$ cat src/rtl/stream_fifo.sv
// Single-clock first-word-fall-through stream FIFO with level/threshold flags and overflow pulse.
// Optional saturating drop counter enabled by defining STREAM_FIFO_DROP_COUNT_EN.
module stream_fifo #(
  parameter int WIDTH     = 8,
  parameter int DEPTH     = 16,
  parameter int AF_THRESH = DEPTH - 2,
  parameter int AE_THRESH = 1
) (
  input  logic                   clk,
  input  logic                   reset_n,
  input  logic                   clear,
  input  logic                   write_en,
  input  logic [WIDTH-1:0]       data_in,
  output logic                   full,
  output logic                   out_valid,
  input  logic                   out_ready,
  output logic [WIDTH-1:0]       out_data,
  output logic [$clog2(DEPTH):0] level,
  output logic                   empty,
  output logic                   almost_full,
  output logic                   almost_empty,
  output logic                   overflow
`ifdef STREAM_FIFO_DROP_COUNT_EN
  ,
  output logic [15:0]            drop_count
`endif
);

  localparam int AW = $clog2(DEPTH);
  localparam int LW = AW + 1;
  localparam logic [LW-1:0] DEPTH_L = LW'(DEPTH);
  localparam logic [LW-1:0] AF_L    = LW'(AF_THRESH);
  localparam logic [LW-1:0] AE_L    = LW'(AE_THRESH);

  // The head entry lives in a register stage; the array holds everything behind it.
  logic [WIDTH-1:0] mem [DEPTH];

  logic [LW-1:0]    wr_ptr_q, wr_ptr_d;
  logic [LW-1:0]    rd_ptr_q, rd_ptr_d;
  logic [LW-1:0]    level_q, level_d;
  logic [WIDTH-1:0] head_q, head_d;
  logic             head_vld_q, head_vld_d;
  logic             full_q, empty_q, af_q, ae_q, ovf_q;

  logic pop, accept, reject, ram_empty, ram_we;

  always_comb begin
    pop       = head_vld_q && out_ready;
    ram_empty = (wr_ptr_q == rd_ptr_q);
    accept    = write_en && !clear && ((level_q != DEPTH_L) || pop);
    reject    = write_en && !clear && (level_q == DEPTH_L) && !pop;
  end

  // NOTE: every variable gets a default at the top of the block so no path leaves it unassigned (no latch).
  always_comb begin
    head_d     = head_q;
    head_vld_d = head_vld_q;
    rd_ptr_d   = rd_ptr_q;
    wr_ptr_d   = wr_ptr_q;
    ram_we     = 1'b0;
    if (clear) begin
      rd_ptr_d   = '0;
      wr_ptr_d   = '0;
      head_vld_d = 1'b0;
    end else begin
      if (!head_vld_q || pop) begin
        if (!ram_empty) begin
          head_d     = mem[rd_ptr_q[AW-1:0]];
          head_vld_d = 1'b1;
          rd_ptr_d   = rd_ptr_q + LW'(1);
          ram_we     = accept;
        end else if (accept) begin
          head_d     = data_in;
          head_vld_d = 1'b1;
        end else begin
          head_vld_d = 1'b0;
        end
      end else begin
        ram_we = accept;
      end
      if (ram_we) begin
        wr_ptr_d = wr_ptr_q + LW'(1);
      end
    end
  end

  always_comb begin
    level_d = level_q;
    if (clear) begin
      level_d = '0;
    end else begin
      unique case ({accept, pop})
        2'b10:   level_d = level_q + LW'(1);
        2'b01:   level_d = level_q - LW'(1);
        default: level_d = level_q;
      endcase
    end
  end

  // NOTE: sequential state uses non-blocking assignments so all registers update from pre-edge values.
  always_ff @(posedge clk or negedge reset_n) begin
    if (!reset_n) begin
      wr_ptr_q   <= '0;
      rd_ptr_q   <= '0;
      level_q    <= '0;
      head_q     <= '0;
      head_vld_q <= 1'b0;
      full_q     <= 1'b0;
      empty_q    <= 1'b1;
      af_q       <= 1'b0;
      ae_q       <= 1'b1;
      ovf_q      <= 1'b0;
    end else begin
      wr_ptr_q   <= wr_ptr_d;
      rd_ptr_q   <= rd_ptr_d;
      level_q    <= level_d;
      head_q     <= head_d;
      head_vld_q <= head_vld_d;
      full_q     <= (level_d == DEPTH_L);
      empty_q    <= (level_d == '0);
      af_q       <= (level_d >= AF_L);
      ae_q       <= (level_d <= AE_L);
      ovf_q      <= reject;
    end
  end

  // NOTE: the storage array has no reset; pointers and level define which entries are meaningful.
  always_ff @(posedge clk) begin
    if (ram_we) begin
      mem[wr_ptr_q[AW-1:0]] <= data_in;
    end
  end

`ifdef STREAM_FIFO_DROP_COUNT_EN
  logic [15:0] drop_q;

  always_ff @(posedge clk or negedge reset_n) begin
    if (!reset_n) begin
      drop_q <= '0;
    end else if (clear) begin
      drop_q <= '0;
    end else if (reject && (drop_q != 16'hFFFF)) begin
      drop_q <= drop_q + 16'd1;
    end
  end

  assign drop_count = drop_q;
`endif

  assign full         = full_q;
  assign empty        = empty_q;
  assign almost_full  = af_q;
  assign almost_empty = ae_q;
  assign overflow     = ovf_q;
  assign level        = level_q;
  assign out_valid    = head_vld_q;
  assign out_data     = head_q;

endmodule

$ cat config.mk
export PLATFORM = sky130hd
export DESIGN_NAME = stream_fifo
export DESIGN_NICKNAME = d
export VERILOG_FILES = /design/src/rtl/stream_fifo.sv
export SDC_FILE = /design/constraint.sdc
export NUM_CORES = 1
export LEC_CHECK = 0
export CORE_MARGIN = 2
export CORE_UTILIZATION = 45
export DETAILED_ROUTE_END_ITERATION = 6
export GPL_TIMING_DRIVEN = 0
export HOLD_SLACK_MARGIN = 0.15
export PLACE_DENSITY = 0.69
export SLEW_MARGIN = 20
export SYNTH_ARGS = -nofsm -noshare
export SYNTH_HDL_FRONTEND = slang
export SYNTH_SLANG_ARGS = --single-unit
$ cat constraint.sdc
create_clock -name clk -period 2.97 [get_ports clk]
set_input_delay 0.4455 -clock clk [delete_from_list [all_inputs] [get_ports clk]]
set_output_delay 0.4455 -clock clk [all_outputs]
set_load 0.01 [all_outputs]
==> run_results.csv <==
group,metric,value,unit
cells_and_area,diodes,0,
hold_path,min_from,"out_ready",
global_route,grt_pass1_wl,20800,um
drt,firstDrtPassIters,5,
floorplan,dieHeight,125,um
job,drv_cap,0,
global_route,grt.total_usage,0.182,
logic_synthesis,synth_edf_count,128,
cells_and_area,seqCellArea,0.00457,sq mm
run_status,outcome,"finished, final reports clean",
timing,whs,422,ps
logic_synthesis,synthTopCellsByArea,"edfxtp_1, mux4_2, dfrtp_1",
cells_and_area,fin_cells,618,
placed_design,gp_congestion,0.834,
worst_setup_path,critPathKind,"reg2reg",
worst_setup_path,timing.rr.start,"wr_ptr_q[2]",
clock_network,cts_tree,"done",
clock_network,clockBufferDepth,2,
placed_design,dp_slack,-131,ps
worst_setup_path,crit_path_top_delay_cell,"nor2_1",
logic_synthesis,synth-warning-count,0,
logic_synthesis,seq_area_frac_synth,0.697,
worst_setup_path,cp_data_required_time,3010,ps
power_and_ir_drop,p_per_area,767,mW/mm^2
timing,finalHoldViolCount,0,
timing,fin_crit,2800,ps
worst_setup_path,setup.worst_path.end_class,"flop",
cells_and_area,finalInstanceArea,0.00771,sq mm
hold_path,hp-class,"in2reg",
clock_network,clock_latency,420,ps
global_route,grt_max_degree,30,
logic_synthesis,synth_top_area_cell,"edfxtp_1",
logic_synthesis,synth_cell_types,45,
cells_and_area,multi_input_area,0.00189,sq mm
timing,finalCritPeriodShare,0.943,
logic_synthesis,syn_area,0.00656,sq mm
logic_synthesis,syn_nets,390,
timing,slew_headroom,0.382,
clock_network,clockRootBuffer,"clkbuf_16",
placed_design,place_inst,585,
hold_path,min_to,"out_valid",
worst_setup_path,cp_common_cell,"nor2_1",
floorplan,fp-row-count,44,
placed_design,port_buffers,30,
clock_network,post_cts_buffers,0,
global_route,antenna_found_initial,0,
timing,slew_viol_final,0,
logic_synthesis,ys_ff_latch,157,
logic_synthesis,async_flop_share,0.185,
clock_network,cts_made_buffers,17,
hold_path,whs_path_depth,4,
floorplan,fp.dieW,125,um
floorplan,io_pins,32,
drt,drc,0,
floorplan,core_area,0.0144,sq mm
placed_design,dpl_cell_area,0.00710,sq mm
timing,rsz0062_at_grt,"yes",
worst_setup_path,worst_ep_arrival_time,2840,ps
worst_setup_path,cp_cell_sequence,"clkbuf_1 > xor2_1 > nor2_1 > o211ai_1 > nand3_1 > nor2_1",
global_route,grt_pass1_vias,3529,
global_route,overflow,0,
floorplan,initial_core_util,0.456,
clock_network,cts_sinks,157,
logic_synthesis,synthFlopType,"edfxtp_1",
timing,fin_skew,7.08,ps
timing,worstMarginPinSlew,923,ps
logic_synthesis,syn_area_per_cell,17.7,sq um
timing,finalSetupViolCount,0,
logic_synthesis,synth_top_area_frac,0.586,
cells_and_area,finalNetCount,440,
worst_setup_path,reg2reg_depth,6,
power_and_ir_drop,vdd_drop_max,0.000423,V
worst_setup_path,critical-path-max-stage-delay,820,ps
power_and_ir_drop,power,5.91,mW
drt,drtAntennaViolNets,0,
clock_network,cts_htree_levels,4,
timing,setup_tns,0,ps
drt,vias,3497,
drt,drt_wl_total,13300,um
placed_design,dp_hpwl,8650,um
cells_and_area,fillers,1113,
drt,avgViaCountPerCell,5.66,
worst_setup_path,rrSetupSlack,170,ps
worst_setup_path,crit_fanout,10,
worst_setup_path,r2r-end,"mem[15][2]",
clock_network,path_clk_slew,60,ps
cells_and_area,drive_gt1_frac,0.233,
timing,final.setup.worst_slack,169,ps
drt,wl_per_cell,21.5,um
cells_and_area,area_growth,17.5,%
logic_synthesis,synthCells,371,
drt,drt_iter0_markers,319,
cells_and_area,fin_util,0.536,
power_and_ir_drop,leakage,2.62,nW
timing,max_clock_freq,0.357,GHz
floorplan,dieArea,0.0156,sq mm
worst_setup_path,cp-start-kind,"flop",
flip-flops by register name, summed over array words and instances, names as in the netlist:
signal        cells
wr_ptr_q          5
empty             1
overflow          1
out_data          8
rd_ptr_q          5
almost_full       1
mem             128
level             5
full              1
almost_empty      1
out_valid         1
worst max-delay path, delay by kind of cell, from the launching register on:
kind                      cells  cell delay (ps)
AOI/OAI and AO/OA             1              130
xor gates and xnor gates      1              190
buffers and inverters         1              480
and+or+nand+nor               3             1280
DFF                           1              330
cell families after synthesis:
group | count (synthesis) | synth area share
AND/OR/NAND/NOR | 88 | 0.0637
adder cells (fa/ha/maj) | 6 | 0.0114
flip-flops | 157 | 0.697
AO/OA/AOI/OAI | 26 | 0.0277
buffers and inverters | 24 | 0.0191
multiplexers | 52 | 0.156
XOR/XNOR | 18 | 0.0252
worst max-delay path by stage:
stage	startpoint	endpoint	slack [ps]	cells past startpoint
after floorplan	level[4]	mem[1][0]	600	7
after global placement	write_en	mem[1][6]	-420	7
after detailed placement	write_en	mem[14][0]	-130	7
after CTS	wr_ptr_q[2]	mem[14][2]	120	8
after global routing	wr_ptr_q[2]	mem[14][2]	-70	8
final	wr_ptr_q[2]	mem[15][2]	170	6
cells in the final DEF (no fill, tap or decap), types with 2 or more instances in the layout:
cell / count
nand4_1: 4
xor2_1: 11
xnor2_1: 6
nor2_2: 4
clkbuf_2: 2
ha_1: 6
o211ai_1: 2
dfrtp_1: 27
clkinv_2: 4
buf_1: 3
nor3_2: 4
nand2b_1: 6
and2_1: 2
nor3_1: 7
buf_2: 6
clkinv_4: 3
clkdlybuf4s50_1: 29
nand2_1: 20
o21ai_0: 10
a21oi_1: 4
mux4_2: 40
buf_4: 5
inv_1: 3
nor2_1: 26
nand3_1: 3
edfxtp_1: 128
clkbuf_1: 8
nor2b_1: 2
mux2i_1: 12
clkbuf_16: 19
dfstp_2: 2
nor4_1: 3
metal layers:
layer,vias to the layer above,routed length (um),GRT usage
met2,119,6510,0.287
met4,0,196,0.0681
met1,1805,5860,0.251
met5,-,0,0
li1,1558,-,-
met3,15,694,0.0395
Yosys cell counts, types with 2 or more instances:
master / number
ha_1: 6
nand3_1: 3
clkbuf_1: 5
buf_1: 3
dfstp_2: 2
edfxtp_1: 128
xor2_1: 11
and2_1: 2
xnor2_1: 6
o211ai_1: 2
a21oi_1: 4
mux2i_1: 12
o21ai_0: 10
nand4_1: 4
buf_4: 5
inv_1: 3
clkbuf_2: 2
nor2b_1: 2
nand2b_1: 6
nor4_1: 3
nor2_1: 30
dfrtp_1: 27
buf_2: 5
mux4_2: 40
nor3_1: 11
nand2_1: 20
final cells by class:
class                   instances  area share
repair buffers                 31      0.0396
flip-flops and latches        157       0.593
plain buffers                  21      0.0148
clock inverters                 9      0.0109
well taps                     184      0.0299
clock buffers                  23      0.0649
inverters                       3     0.00146
multi-input cells             190       0.245
what timing repair did:
action | in CTS | in global routing
hold buffers | 1 | 0
hold endpoints to repair | 27 | 0
gates resized for setup | 0 | 4
setup endpoints to repair | 0 | 56
where the power goes:
group          leakage (nW)  switching, mW  internal, mW  total [mW]
sequential             1.53         0.0637          2.49        2.56
clock                 0.287          0.837          1.27        2.11
combinational         0.804          0.626         0.619        1.25
Note: power is estimated with default switching activity, not from simulation.
